File: src/rtl/tbuf_alloc_sched_pkg.sv
// rtl/tbuf_alloc_sched_pkg.sv - shared types and defaults for the tag-buffer allocation scheduler
//
// Holds the scheduler FSM state type, the default CAM address width and the
// default saturation value of the stall counter.

package tbuf_alloc_sched_pkg;

  typedef enum logic [1:0] {
    ST_IDLE  = 2'd0,
    ST_CHECK = 2'd1,
    ST_FLUSH = 2'd2
  } tbuf_state_e;

  localparam int TBUF_WIDTH_DEF     = 11;
  localparam int TBUF_STALL_MAX_DEF = 255;

endpackage

File: src/rtl/tbuf_rr_arb2.sv
// rtl/tbuf_rr_arb2.sv - two-requester round-robin arbiter with registered pointer
//
// Ports:
//   clk, rst   : clock, synchronous active-high reset (pointer favours requester 0)
//   req_i[1:0] : request per requester
//   en_i       : grant permitted this cycle; pointer only moves when a grant is issued
//   gnt_o[1:0] : one-hot grant (zero when nothing granted)
//   gnt_idx_o  : index of the granted requester (valid when gnt_o != 0)

module tbuf_rr_arb2 (
  input  logic       clk,
  input  logic       rst,
  input  logic [1:0] req_i,
  input  logic       en_i,
  output logic [1:0] gnt_o,
  output logic       gnt_idx_o
);

  // ptr_q names the requester that wins when both are asking.
  logic ptr_q;
  logic ptr_d;

  always_comb begin
    gnt_o     = 2'b00;
    gnt_idx_o = 1'b0;
    ptr_d     = ptr_q;
    if (en_i && (req_i != 2'b00)) begin
      if (req_i == 2'b11) begin
        gnt_idx_o = ptr_q;
      end else begin
        gnt_idx_o = req_i[1];
      end
      gnt_o = gnt_idx_o ? 2'b10 : 2'b01;
      // The loser of this grant (or the idle requester) is favoured next time.
      ptr_d = ~gnt_idx_o;
    end
  end

  always_ff @(posedge clk) begin
    if (rst) begin
      ptr_q <= 1'b0;
    end else begin
      ptr_q <= ptr_d;
    end
  end

endmodule

File: src/rtl/tbuf_alloc_sched.sv
// rtl/tbuf_alloc_sched.sv - two-thread insert scheduler in front of an address CAM
//
// Ports:
//   clk, rst                     : clock, synchronous active-high reset
//   req_valid/req_ready[1:0]     : per-thread insert handshake (index = thread)
//   req_addr0, req_addr1         : insert address for thread 0 / thread 1
//   done, done_thread, done_dup  : completion pulse, its thread, address already present
//   flush_req, flush_thread      : one-cycle exception request for a thread
//   lk_addr, lk_valid, lk_hit    : external lookup port, lk_hit registered
//   cam_new_addr/_thread/_en     : CAM write of the held request
//   cam_chk_addr0, cam_chk_match0: duplicate check of the held address
//   cam_chk_addr1, cam_chk_match1: lookup check
//   cam_free                     : a free CAM entry exists for cam_new_thread
//   cam_except, cam_except_thread: exception notification, one cycle after flush_req
//   stall_cnt                    : cycles the held request has waited for a free entry

module tbuf_alloc_sched
  import tbuf_alloc_sched_pkg::*;
#(
  parameter int WIDTH     = TBUF_WIDTH_DEF,
  parameter int STALL_MAX = TBUF_STALL_MAX_DEF
) (
  input  logic             clk,
  input  logic             rst,
  input  logic [1:0]       req_valid,
  output logic [1:0]       req_ready,
  input  logic [WIDTH-1:0] req_addr0,
  input  logic [WIDTH-1:0] req_addr1,
  output logic             done,
  output logic             done_thread,
  output logic             done_dup,
  input  logic             flush_req,
  input  logic             flush_thread,
  input  logic [WIDTH-1:0] lk_addr,
  input  logic             lk_valid,
  output logic             lk_hit,
  output logic [WIDTH-1:0] cam_new_addr,
  output logic             cam_new_thread,
  output logic             cam_new_en,
  output logic [WIDTH-1:0] cam_chk_addr0,
  output logic [WIDTH-1:0] cam_chk_addr1,
  input  logic             cam_chk_match0,
  input  logic             cam_chk_match1,
  input  logic             cam_free,
  output logic             cam_except,
  output logic             cam_except_thread,
  output logic [7:0]       stall_cnt
);

  localparam logic [7:0] STALL_MAX_C = 8'(STALL_MAX);

  tbuf_state_e      state_q, state_d;
  logic [WIDTH-1:0] hold_addr_q, hold_addr_d;
  logic             hold_thread_q, hold_thread_d;
  // hold_valid_q tells FLUSH whether a request survives to go back to CHECK.
  logic             hold_valid_q, hold_valid_d;
  logic [7:0]       stall_q, stall_d;
  logic             fl_thread_q, fl_thread_d;
  logic             except_q, except_d;
  logic             except_thread_q, except_thread_d;
  logic             lk_hit_q, lk_hit_d;

  logic             arb_en;
  logic [1:0]       arb_gnt;
  logic             arb_idx;

  tbuf_rr_arb2 u_arb (
    .clk       (clk),
    .rst       (rst),
    .req_i     (req_valid),
    .en_i      (arb_en),
    .gnt_o     (arb_gnt),
    .gnt_idx_o (arb_idx)
  );

  assign cam_chk_addr0     = hold_addr_q;
  assign cam_new_addr      = hold_addr_q;
  assign cam_new_thread    = hold_thread_q;
  assign cam_chk_addr1     = lk_addr;
  assign lk_hit            = lk_hit_q;
  assign cam_except        = except_q;
  assign cam_except_thread = except_thread_q;
  assign stall_cnt         = stall_q;
  assign lk_hit_d          = lk_valid & cam_chk_match1;

  always_comb begin
    state_d         = state_q;
    hold_addr_d     = hold_addr_q;
    hold_thread_d   = hold_thread_q;
    hold_valid_d    = hold_valid_q;
    stall_d         = stall_q;
    fl_thread_d     = fl_thread_q;
    except_d        = 1'b0;
    except_thread_d = 1'b0;
    arb_en          = 1'b0;
    req_ready       = 2'b00;
    done            = 1'b0;
    done_dup        = 1'b0;
    done_thread     = 1'b0;
    cam_new_en      = 1'b0;

    unique case (state_q)
      ST_IDLE: begin
        // A flush in IDLE suppresses the grant and leaves the pointer alone.
        arb_en    = !flush_req && !rst;
        req_ready = arb_gnt;
        if (arb_gnt != 2'b00) begin
          hold_addr_d   = arb_idx ? req_addr1 : req_addr0;
          hold_thread_d = arb_idx;
          hold_valid_d  = 1'b1;
          stall_d       = 8'd0;
          state_d       = ST_CHECK;
        end
      end

      ST_CHECK: begin
        if (!flush_req && !rst) begin
          if (cam_chk_match0) begin
            done         = 1'b1;
            done_dup     = 1'b1;
            done_thread  = hold_thread_q;
            hold_valid_d = 1'b0;
            state_d      = ST_IDLE;
          end else if (cam_free) begin
            done         = 1'b1;
            done_thread  = hold_thread_q;
            cam_new_en   = 1'b1;
            hold_valid_d = 1'b0;
            state_d      = ST_IDLE;
          end else if (stall_q != STALL_MAX_C) begin
            stall_d = stall_q + 8'd1;
          end
        end
      end

      ST_FLUSH: begin
        if (hold_valid_q && (hold_thread_q == fl_thread_q)) begin
          hold_valid_d = 1'b0;
        end
        if (hold_valid_d) begin
          stall_d = 8'd0;
          state_d = ST_CHECK;
        end else begin
          state_d = ST_IDLE;
        end
      end

      default: state_d = ST_IDLE;
    endcase

    // Flush overrides whatever the state logic chose.
    if (flush_req) begin
      state_d         = ST_FLUSH;
      except_d        = 1'b1;
      except_thread_d = flush_thread;
      fl_thread_d     = flush_thread;
    end
  end

  always_ff @(posedge clk) begin
    if (rst) begin
      state_q         <= ST_IDLE;
      hold_addr_q     <= '0;
      hold_thread_q   <= 1'b0;
      hold_valid_q    <= 1'b0;
      stall_q         <= 8'd0;
      fl_thread_q     <= 1'b0;
      except_q        <= 1'b0;
      except_thread_q <= 1'b0;
      lk_hit_q        <= 1'b0;
    end else begin
      state_q         <= state_d;
      hold_addr_q     <= hold_addr_d;
      hold_thread_q   <= hold_thread_d;
      hold_valid_q    <= hold_valid_d;
      stall_q         <= stall_d;
      fl_thread_q     <= fl_thread_d;
      except_q        <= except_d;
      except_thread_q <= except_thread_d;
      lk_hit_q        <= lk_hit_d;
    end
  end

endmodule

File: config.mk
export PLATFORM = sky130hd
export DESIGN_NAME = tbuf_alloc_sched
export DESIGN_NICKNAME = d
export VERILOG_FILES = /design/src/rtl/tbuf_alloc_sched_pkg.sv /design/src/rtl/tbuf_rr_arb2.sv /design/src/rtl/tbuf_alloc_sched.sv
export SDC_FILE = /design/constraint.sdc
export NUM_CORES = 1
export LEC_CHECK = 0
export CORE_MARGIN = 2
export CORE_UTILIZATION = 61
export DETAILED_ROUTE_END_ITERATION = 7
export DONT_BUFFER_PORTS = 1
export GPL_ROUTABILITY_DRIVEN = 1
export GPL_TIMING_DRIVEN = 1
export PLACE_DENSITY = 0.84
export SLEW_MARGIN = 20
export SYNTH_ARGS = -nofsm -noshare
export SYNTH_HDL_FRONTEND = slang
export SYNTH_SLANG_ARGS = --single-unit
File: constraint.sdc
create_clock -name clk -period 4.47 [get_ports clk]
set_clock_uncertainty 0.1 [all_clocks]
set_input_delay 1.341 -clock clk [delete_from_list [all_inputs] [get_ports clk]]
set_output_delay 1.341 -clock clk [all_outputs]
set_load 0.05 [all_outputs]
==> out/qor.txt <==
Status -> completed
Post-CTS sizing -> 0
Worst Min Path Start -> u_arb.ptr_q
Worst reg2reg path depth -> 5
Post-CTS Setup Bufs -> 0
Pwr Density -> 344 nW/um^2
Die Wd -> 54.9 um
Fmax -> 0.262 GHz
Largest net degree at the start of global routing -> 32
Synth Register Bits -> 28
FF-to-FF End -> stall_cnt[2]
Hold Buf Count CTS -> 0
Placed inst area -> 1440 um^2
Root Buffer -> clkbuf_4
Detailed-route via count -> 1,312
Gr usage total -> 21.6%
DP Wirelength -> 2510 um
Sink Count -> 28
Leakage -> 0.000515 uW
Startpoint Class -> input pin
Synth area leader -> dfxtp_1
DRT Pass-1 Iters -> 4
Register area share after synthesis -> 35.5%
Synth top area share -> 35.5%
Fin. max-slew vios -> 0
Share of cells above drive strength 1 -> 9.15%
DRT iter0 DRCs -> 48
Worst EP arrival -> 2.37 ns
Synthesized instance count -> 187
Initial antenna violation count -> 0
CP Data Required Time -> 3.03 ns
Post-synth top cells -> dfxtp_1 (28), buf_4 (25), a21oi_1 (16), nand2_1 (14), nor2_1 (13)
Fill count -> 219
Max-slew headroom -> 34.7%
Cell Area, Synth -> 1580 um^2
Count leader, synth -> dfxtp_1
Layout area overhead -> -5.55%
DRT antenna net count -> 0
Routed WL -> 3350 um
Fin crit period -> 3.82 ns
CORE AREA -> 2450 um^2
Total power -> 513 uW
Later-pin clock latency in the skew report -> 0.34 ns
Flop2flop setup slack -> 2.20 ns
First-pass GRT wire length -> 4720 um
Initial Utilization -> 64.3%
WHS Endpoint -> u_arb.ptr_q
Top cells by area, synth -> dfxtp_1 (36%), buf_4 (12%), a21oi_1 (5.1%)
Post-synth ARST share -> 0%
Total grt overflow -> 0
Final Hold Fails -> 0
Hold Path Depth -> 2
DR vias/cell -> 6.76
Peak supply drop -> 0.277 mV
CTS tree -> yes
RSZ-0062 raised after global routing -> false
Final Cycle Share -> 85.3%
Ys Warns -> 0
Max clock buf depth -> 2
Final instance area -> 1490 um^2
Synthesized Nets -> 231
Avg WL per Cell -> 17.3 um
WS Path Type -> input pin to output port
Nature of the critical path endpoint -> output port
Hold Crit Class -> flip-flop to flip-flop
Final GP Congestion -> 0.829
Die height -> 54.9 um
Drc violations -> 0
Vias in the first global route -> 1,121
Synth Flop Type -> dfxtp_1
Post-synth EDFFs -> 0
Average size of a mapped cell -> 8.44 um^2
Setup_tns -> 0 ns
Yosys cell types -> 43
Clock slew at reported path FFs -> 0.16 ns
Layout Utilization -> 60.7%
Max_cap viols -> 0
PortBufs -> 0
Final setup violation count -> 0
I/O pin cnt -> 94
Die footprint -> 3010 um^2
Worst Tran Pin Value -> 0.978 ns
FP Rows -> 18
Cts bufs inserted -> 3
N_diodes -> 0
Final nets -> 209
R2r startpoint -> stall_cnt[0]
CTS H-tree depth -> 1
Crit Path Max Fanout -> 10
## final cells by class
class,count,area (um^2),area share [%]
Clock buffer,3,22.5,1.51
Clock inverter,1,30.0,2.02
Inverter,2,7.51,0.504
Multi-Input combinational cell,125,795,53.3
Sequential cell,28,561,37.6
Tap cell,30,37.5,2.52
Timing Repair Buffer,5,37.5,2.52
## worst max-delay path by stage
stage	startpoint	endpoint	depth (start not counted)
after detailed placement	flush_req	req_ready[0]	4
after global placement	flush_req	req_ready[0]	4
after global routing	flush_req	req_ready[0]	4
final	flush_req	req_ready[0]	4
after floorplan	flush_req	cam_new_en	4
after CTS	flush_req	req_ready[0]	4
## cells by family (layout without fill, tap and decap cells)
logic type      after synthesis  count (layout)  share of synthesized area (%)
buf+inv                      34              11                           14.6
simple gates                 71              71                           25.1
flops                        28              28                           35.5
mux                           5               5                           3.17
compound gates               47              47                           20.2
fa+ha+maj                     1               1                          0.793
xor+xnor                      1               1                          0.555
## registers in the layout, summed over array words and instances, names as in the netlist
| register | cells |
|---|---|
| cam_chk_addr0 | 11 |
| stall_cnt | 8 |
| state_q | 2 |
| cam_except | 1 |
| cam_except_thread | 1 |
| cam_new_thread | 1 |
| fl_thread_q | 1 |
| hold_valid_q | 1 |
| lk_hit | 1 |
| u_arb.ptr_q | 1 |
## stage by stage
stage / hold slack, ns / std cells / setup slack, ns
after floorplan: 0.363 / 187 / 0.0258
after global placement: 0.380 / 190 / 0.677
after detailed placement: 0.379 / 190 / 0.680
after CTS: 0.402 / 194 / 0.673
after global routing: 0.458 / 194 / 0.573
final: 0.403 / 194 / 0.655
## placed cells by master, fill, tap and decap left out, types with 3 or more instances in the layout
master / netlist / final
dfxtp_1: 28 / 28
a21oi_1: 16 / 16
nand2_1: 14 / 14
nor2_1: 13 / 12
nand3b_1: 7 / 7
o211ai_1: 7 / 7
nand2b_1: 6 / 6
and3_1: 6 / 6
nor3_1: 5 / 5
mux2i_1: 5 / 5
buf_4: 25 / 5
a211oi_1: 4 / 4
nand3_1: 4 / 4
and2_1: 3 / 3
o31ai_1: 3 / 3
a311oi_1: 3 / 3
clkbuf_4: 0 / 3
## layer usage
metal	vias up	track usage (%)	wire (um)
met3	9	7.10	304
met1	610	24.0	1310
met2	76	36.1	1680
met5	-	0	0
met4	0	11.3	59
li1	617	-	-
## power by group
group          leakage (uW)  switching (uW)  total, uW  internal, uW
registers          0.000228            45.0        303           258
clock network     0.0000279            76.9        168          90.8
logic              0.000259            23.8       41.6          17.8
total              0.000515             146        513           367
## critical path: stages
cell	delay, ns
nor4_1	0.30
o21ai_1	0.31
a21oi_1	0.20
buf_4	0.22
No activity file was read; power rests on OpenSTA's default activity.
